File: src/rtl/mem_lsu_bridge.sv
// Load/store bridge from a byte-addressed request port onto a word-only 8 KB SRAM bank bus.
// Sub-word stores use read-modify-write; misaligned, out-of-window or reserved-size requests return an error without touching the bus.
module mem_lsu_bridge #(
   parameter logic [15:0] BASE_HI = 16'h0000
) (
   input  logic        clk,
   input  logic        rst_n,
   input  logic        i_req_valid,
   output logic        o_req_ready,
   input  logic        i_req_wen,
   input  logic [1:0]  i_req_size,
   input  logic        i_req_unsigned,
   input  logic [31:0] i_req_addr,
   input  logic [31:0] i_req_wdata,
   output logic        o_rsp_valid,
   input  logic        i_rsp_ready,
   output logic [31:0] o_rsp_rdata,
   output logic        o_rsp_err,
   output logic        o_mem_en,
   output logic        o_mem_wen,
   output logic [2:0]  o_mem_cs,
   output logic [12:0] o_mem_addr,
   output logic [1:0]  o_mem_size,
   output logic [31:0] o_mem_din,
   input  logic [31:0] i_mem_dout
);

   // state | meaning
   // IDLE  | ready for a request
   // RD    | word read on the bus
   // CAP   | capture read data: load result or merge into store buffer
   // WR    | word write on the bus
   // RESP  | response held until rsp_ready
   typedef enum logic [2:0] {S_IDLE, S_RD, S_CAP, S_WR, S_RESP} state_t;

   state_t      r_state;
   state_t      w_next;
   logic [15:0] r_addr;
   logic [1:0]  r_size;
   logic        r_unsigned;
   logic        r_wen;
   logic [31:0] r_wbuf;
   logic [31:0] r_rdata;
   logic        r_err;

   logic        w_accept;
   logic        w_err;
   logic [7:0]  w_byte;
   logic [15:0] w_half;
   logic [31:0] w_load;
   logic [31:0] w_merge;

   assign w_accept = i_req_valid && (r_state == S_IDLE);

   assign w_err = (i_req_addr[31:16] != BASE_HI)
               || (i_req_size == 2'b11)
               || ((i_req_size == 2'b01) && i_req_addr[0])
               || ((i_req_size == 2'b10) && (i_req_addr[1:0] != 2'b00));

   assign w_byte = i_mem_dout[{r_addr[1:0], 3'b000} +: 8];
   assign w_half = i_mem_dout[{r_addr[1], 4'b0000} +: 16];

   always_comb begin
      w_load  = i_mem_dout;
      w_merge = i_mem_dout;
      case (r_size)
         2'b00: begin
            w_load = {{24{~r_unsigned & w_byte[7]}}, w_byte};
            w_merge[{r_addr[1:0], 3'b000} +: 8] = r_wbuf[7:0];
         end
         2'b01: begin
            w_load = {{16{~r_unsigned & w_half[15]}}, w_half};
            w_merge[{r_addr[1], 4'b0000} +: 16] = r_wbuf[15:0];
         end
         default: ;
      endcase
   end

   always_comb begin
      w_next = r_state;
      case (r_state)
         S_IDLE: begin
            if (w_accept) begin
               if (w_err)                                  w_next = S_RESP;
               else if (i_req_wen && i_req_size == 2'b10)  w_next = S_WR;
               else                                        w_next = S_RD;
            end
         end
         S_RD:    w_next = S_CAP;
         S_CAP:   w_next = r_wen ? S_WR : S_RESP;
         S_WR:    w_next = S_RESP;
         S_RESP:  if (i_rsp_ready) w_next = S_IDLE;
         default: w_next = S_IDLE;
      endcase
   end

   always_ff @(posedge clk or negedge rst_n) begin
      if (!rst_n) begin
         r_state    <= S_IDLE;
         r_addr     <= '0;
         r_size     <= '0;
         r_unsigned <= 1'b0;
         r_wen      <= 1'b0;
         r_wbuf     <= '0;
         r_rdata    <= '0;
         r_err      <= 1'b0;
      end else begin
         r_state <= w_next;
         if (w_accept) begin
            r_addr     <= i_req_addr[15:0];
            r_size     <= i_req_size;
            r_unsigned <= i_req_unsigned;
            r_wen      <= i_req_wen;
            r_wbuf     <= i_req_wdata;
            r_rdata    <= '0;
            r_err      <= w_err;
         end else if (r_state == S_CAP) begin
            // r_wbuf still holds the right-justified store data until the merge
            if (r_wen) r_wbuf  <= w_merge;
            else       r_rdata <= w_load;
         end
      end
   end

   assign o_req_ready = (r_state == S_IDLE);
   assign o_rsp_valid = (r_state == S_RESP);
   assign o_rsp_rdata = r_rdata;
   assign o_rsp_err   = r_err;
   assign o_mem_en    = (r_state == S_RD) || (r_state == S_WR);
   assign o_mem_wen   = (r_state == S_WR);
   assign o_mem_cs    = r_addr[15:13];
   assign o_mem_addr  = {r_addr[12:2], 2'b00};
   assign o_mem_size  = 2'b10;
   assign o_mem_din   = (r_state == S_WR) ? r_wbuf : 32'h0;

endmodule

File: config.mk
export PLATFORM = sky130hd
export DESIGN_NAME = mem_lsu_bridge
export DESIGN_NICKNAME = d
export VERILOG_FILES = /design/src/rtl/mem_lsu_bridge.sv
export SDC_FILE = /design/constraint.sdc
export NUM_CORES = 1
export LEC_CHECK = 0
export CORE_MARGIN = 2
export CORE_UTILIZATION = 48
export DETAILED_ROUTE_END_ITERATION = 7
export GPL_ROUTABILITY_DRIVEN = 0
export PLACE_DENSITY = 0.94
export SYNTH_ARGS = -nofsm -noshare
export SYNTH_HDL_FRONTEND = slang
export SYNTH_SLANG_ARGS = --single-unit
File: constraint.sdc
create_clock -name clk -period 4.6 [get_ports clk]
set_input_delay 1.15 -clock clk [delete_from_list [all_inputs] [get_ports clk]]
set_output_delay 1.15 -clock clk [all_outputs]
set_load 0.01 [all_outputs]
==> metrics, run 1 <==
outcome finished clean; relative slew slack roughly 28%; Slew Limit Fails 0; register area share after synthesis ~44%; Worst-path clk slew roughly 0.090 ns; vias in the first global route 4769; Max Cap Violations 0; Root Buffer clkbuf_8; clock latency on the worst-skew pair ~0.37 ns; Largest stage delay, worst path around 0.55 ns; post-synth top area share around 44%; Worst setup SP type register; I/O pin count approximately 190; Synth Flop Type dfrtp_1; syn_area_per_cell about 9.2 um2; vias per inst between 6 and 7; # clock sinks a little under 90; crit-path leading delay family buffers and inverters; Max Freq 279 MHz; CTS Buf Count 9; maximum clock path buffer count 2; cts hold-fix bufs 0; CTS tree yes; post-CTS sizing 0; Peak VDD IR ~0.14 mV; critical-path maximum fanout 27; Buf+Inv Stages, Crit Path 2; pin count of the biggest net entering global routing just under 90; leakage power a little over 0.003 uW; most instantiated cells after synthesis nand2_1 (109), dfrtp_1 (88), o21ai_0 (53); Layout Skew between 0.009 and 0.01 ns; final setup fails 0; die width about 110 um; row count 37; DRT Pass-1 Iters 6; drc violations 0; Hold Crit Class register to register; Nets 801; Core Util, Final between 60% and 70%; Critical Path End Type primary output; initial core utilization approximately half; fraction of layout instances using a drive strength above 1 under 10%; Yosys warning count 0; crit-path cells nor2b_1, buf_4, and3_1, clkdlybuf4s50_1; Routed WL per cell approximately 20 um; die area around 11000 um2; slowest CP cell dfrtp_1; first-pass GRT wire length about 26000 um; total gr overflow 0; antenna violations before repair 0; area grow syn2layout 39.7%; Sum Neg Setup Slack 0 ns; Seq cells post-synth about 90; # Post-CTS Setup Buffers 0; crit share post-route 77.9%; pwr dens approximately 300 nW/um2; unrepaired setup endpoints after global routing false; Post-synth EDFFs 0; Initial DRC Count between 600 and 700; Inserted Diodes 0; FF-to-FF setup slack slightly below 2 ns; Routed Antenna Nets 0; CP Class register to primary output; gr usage total just under 30%; Tmin final 3.58 ns; core area between 10000 and 15000 um2; port bufs around 190; count of cell types in the netlist 52; fraction of registers with async set/reset between 90% and 100%; Area contributors post-synth dfrtp_1 (44%), nand2_1 (8.2%), o21ai_0 (5.3%); cell with the most instances after synthesis nand2_1; worst slew pin tran 1.08 ns; Hold Fails Final Rpt 0; H-tree levels 3; largest area contributor in the netlist dfrtp_1; Die Height between 100 and 150 um; worst endpoint data arrival time approximately 2.4 ns; Req. time, crit path 3.45 ns; cell count after synthesis 544; Mapped Area between 4000 and 5000 um2; Post-DP HPWL between 10000 and 15000 um; via count 5032; drt total wl between 15000 and 20000 um
## sequential cells by signal (all words and copies together) (netlist names)
register / flops
r_size: 2
r_state: 3
r_wen: 1
r_wbuf: 32
o_rsp_err: 1
r_addr: 16
o_rsp_rdata: 32
r_unsigned: 1
## routing by layer
layer | vias to the layer above | GRT usage [%] | share of wire [%]
li1 | 2270 | - | -
met1 | 2363 | 39.1 | 40
met2 | 351 | 45.4 | 46
met3 | 48 | 7.48 | 10
met4 | 0 | 13.6 | 3.8
met5 | - | 0 | 0
## layout by cell type (no fill, tap or decap), drive strengths merged, types with 5 or more instances in the layout
master and instances:
o221a 8, nor3 6, and3 33, nand2b 5, mux2 9, buf 8
o21a 9, a22oi 18, o31ai 7, o21ai 54, clkdlybuf4s50 185, a21o 19
a21oi 13, clkbuf 9, a221o 16, a211oi 7, and2 16, dfrtp 88
nor4 5, inv 8, nand2 109, a221oi 17, ha 5, nor2 5
o22ai 7
## stage by stage
| stage | worst slack, ns | hold slack, ns | cell area, um2 | instances | power, uW |
|---|---|---|---|---|---|
| after detailed placement | 1.43 | 0.467 | 6780 | 817 | 1550 |
| after global routing | 0.849 | 0.514 | 6980 | 833 | 2200 |
| after global placement | 1.61 | 0.459 | 6780 | 817 | 1520 |
| final | 1.02 | 0.484 | 6980 | 833 | 2110 |
| after floorplan | 2.15 | 0.447 | 5010 | 546 | 1310 |
| after CTS | 1.04 | 0.486 | 6980 | 833 | 2100 |
## worst register-to-register path, cell delays in order (launching register included)
cell and delay, ns:
dfrtp_1 1.01, nor3_1 0.19, nand2_1 0.66, nand2_1 0.36, o221a_2 0.34
## final cells by class
type / instances / area, um2
Multi-Input combinational cell: 394 / 2480
Tap cell: 136 / 170
Clock buffer: 9 / 124
Timing Repair Buffer: 193 / 1910
Sequential cell: 88 / 2200
Fill cell: 760 / 3250
Clock inverter: 7 / 77.6
Inverter: 6 / 22.5
## final timing paths
check | startpoint | to | cells after the start
setup / recovery | r_state[0] | o_mem_din[13] | 4
hold reg to reg | r_addr[7] | r_addr[7] | 2
min in group asynchronous | rst_n | r_addr[2] | 1
setup reg to reg | r_state[1] | r_wbuf[19] | 4
hold / removal | r_addr[7] | r_addr[7] | 2
max in group asynchronous | rst_n | r_wbuf[24] | 1
## where the power goes
part / total, uW / internal (uW) / switching [uW]
clock network: 551 / 258 / 293
logic: 561 / 275 / 286
registers: 998 / 867 / 131
## cell families (layout without fill, tap and decap cells)
kind of cell	after synthesis	in the layout	share of synthesized area, %
flops	88	88	44.0
compound gates	181	181	26.0
buf+inv	64	215	6.76
simple gates	195	195	19.8
fa+ha+maj	5	5	1.25
other cells	2	4	0.150
mux	9	9	2.03
No activity file was read; power rests on OpenSTA's default activity.
==> run 2, diff against run 1 <==
--- a/config.mk
+++ b/config.mk
@@ -6,10 +6,10 @@
 export NUM_CORES = 1
 export LEC_CHECK = 0
 export CORE_MARGIN = 2
-export CORE_UTILIZATION = 48
+export CORE_UTILIZATION = 40
 export DETAILED_ROUTE_END_ITERATION = 7
 export GPL_ROUTABILITY_DRIVEN = 0
-export PLACE_DENSITY = 0.94
+export PLACE_DENSITY = 0.85
 export SYNTH_ARGS = -nofsm -noshare
 export SYNTH_HDL_FRONTEND = slang
 export SYNTH_SLANG_ARGS = --single-unit
==> constraint.sdc (replaced) <==
create_clock -name clk -period 2.9 [get_ports clk]
set_input_delay 0.725 -clock clk [delete_from_list [all_inputs] [get_ports clk]]
set_output_delay 0.725 -clock clk [all_outputs]
set_load 0.01 [all_outputs]
==> run 2 against run 1 <==
  * First-iteration DRC count shrank 15%
  * Sequential power is 56% higher
  * Via count grew 2.6%
  * Register-to-register slack got worse by 1.4 ns
  * Utilization is 8.5 points lower
  * Critical path depth is the same
  * Critical path type unchanged
==> metrics, run 2 (synthesized netlist as in run 1, its figures left out) <==
outcome finished clean; RR Endpoint r_wbuf[25]; clock share of power 31.8%; Die Height 116 um; pin count of the biggest net entering global routing between 50 and 60; total gr overflow 0; initial core utilization ~41%; internal power 2530 uW; cts hold-fix bufs 0; drc violations 0; DRT Pass-1 Iters 5; combinational share of power around 26%; relative slew slack a little over half; Initial DRC Count ~550; leading cell type in the layout, fill and taps excluded clkdlybuf4s50_1; I/O pin count roughly 190; Layout Skew slightly below 0.006 ns; most frequent cells in the layout clkdlybuf4s50_1 (185), nand2_1 (109), dfrtp_1 (87); Routed Antenna Nets 0; Core Util, Final between 50% and 60%; Slew Limit Fails 0; leakage power between 0.003 and 0.004 uW; DR WL met2 about 8400 um; critical-path maximum fanout 35; DR WL met3 between 1500 and 2000 um; Tmin final 2.78 ns; via count a little over 5k; crit share post-route 95.9%; CP Class register to primary output; CTS tree yes; Critical Path End Type primary output; Sum Neg Setup Slack 0 ns; Fin Hold WS ~0.32 ns; antenna violations before repair 0; unrepaired setup endpoints after global routing false; final setup fails 0; wl on met1 between 7000 and 8000 um; worst endpoint data arrival time between 2 and 2.5 ns; maximum clock path buffer count 2; fillers 1023; Max Freq ~360 MHz; area grow syn2layout 44.7%; Inserted Diodes 0; vias in the first global route around 4.9k; drt total wl 17800 um; Root Buffer clkbuf_16; switching part of the total about 31%; clock latency on the worst-skew pair 0.34 ns; Max Cap Violations 0; # clock sinks 88; vias per inst around 6; Worst setup SP type register; fraction of layout instances using a drive strength above 1 around 9%; pwr dens between 500 and 600 nW/um2; first-pass GRT wire length roughly 27000 um; Req. time, crit path 2.17 ns; gr usage total between 20% and 30%; Hold Fails Final Rpt 0; CTS Buf Count 9; Switch Pwr between 1000 and 1500 uW; port bufs ~190; Nets between 800 and 900; top sig layer met4; Worst-path clk slew roughly 0.060 ns; worst reg-to-reg path cell count 4; worst slew pin tran ~0.7 ns; FF-to-FF setup slack 0.50 ns; sequential share of power between 40% and 50%; Routed WL per cell 20.3 um; die width approximately 120 um; Post-DP HPWL between 10000 and 15000 um; die area 13400 um2; worst r2r src r_size[1]; H-tree levels 3; Hold Crit Class input port to asynchronous set/reset pin; Peak VDD IR between 0.3 and 0.4 mV; core area 12100 um2; row count 40
## run 2: cell count changes in the layout (fill, tap and decap cells not counted), sizes merged
cell      change
clkinvlp      +1
buf          +13
inv           -3
clkbuf        +2
## run 2: layout make-up
type / instances / area, um2 / share of cell area, %
multi-input combinational: 394 / 2480 / 34.2
sequential: 88 / 2200 / 30.5
timing repair buffer: 206 / 2020 / 28.0
clock buffer: 11 / 243 / 3.36
tap: 168 / 210 / 2.91
clock inverter: 5 / 56.3 / 0.778
inverter: 6 / 22.5 / 0.311
## run 2: metrics by stage
step	setup WS (ns)	instances	instance area, um2	power [uW]
3_3_place_gp	0.461	862	6930	2460
4_1_cts	0.0770	878	7230	3670
6_report	0.118	878	7230	3680
5_1_grt	0.0419	878	7230	3840
2_1_floorplan	0.556	546	5010	2080
3_5_place_dp	0.349	862	6930	2500
## run 2: repair_timing
action / 4_1_cts / 5_1_grt
setup endpoints to repair: 0 / 8
resized for setup: 0 / 1
setup buffers: 0 / 0
## run 2: power by group through the flow
stage          logic, uW  clock network [uW]  registers (uW)
2_1_floorplan        602                   0            1480
3_3_place_gp         900                   0            1560
6_report             951                1170            1560
4_1_cts              938                1180            1550
3_5_place_dp         931                   0            1570
5_1_grt             1020                1240            1570
## run 2: critical path, cell delays in order, from the launching register on
cell	delay, ns
dfrtp_1	0.49
nor2b_1	0.18
buf_4	0.29
and3_1	0.21
clkdlybuf4s50_1	0.53
## run 2: routing by layer
layer	vias up	GRT usage (%)
met5	-	0
met4	0	10.4
met3	59	6.22
met2	325	42.1
met1	2474	34.1
li1	2306	-
## run 2: how the worst max path moves through the flow
| stage | from | endpoint | slack [ns] |
|---|---|---|---|
| after floorplan | r_addr[1] | r_wbuf[18] | 0.56 |
| after global placement | i_req_valid | o_rsp_rdata[31] | 0.46 |
| after detailed placement | i_req_valid | o_rsp_rdata[18] | 0.35 |
| after CTS | r_state[0] | o_mem_din[18] | 0.08 |
| after global routing | r_state[2] | o_mem_din[21] | 0.04 |
| final | r_state[2] | o_mem_din[18] | 0.12 |
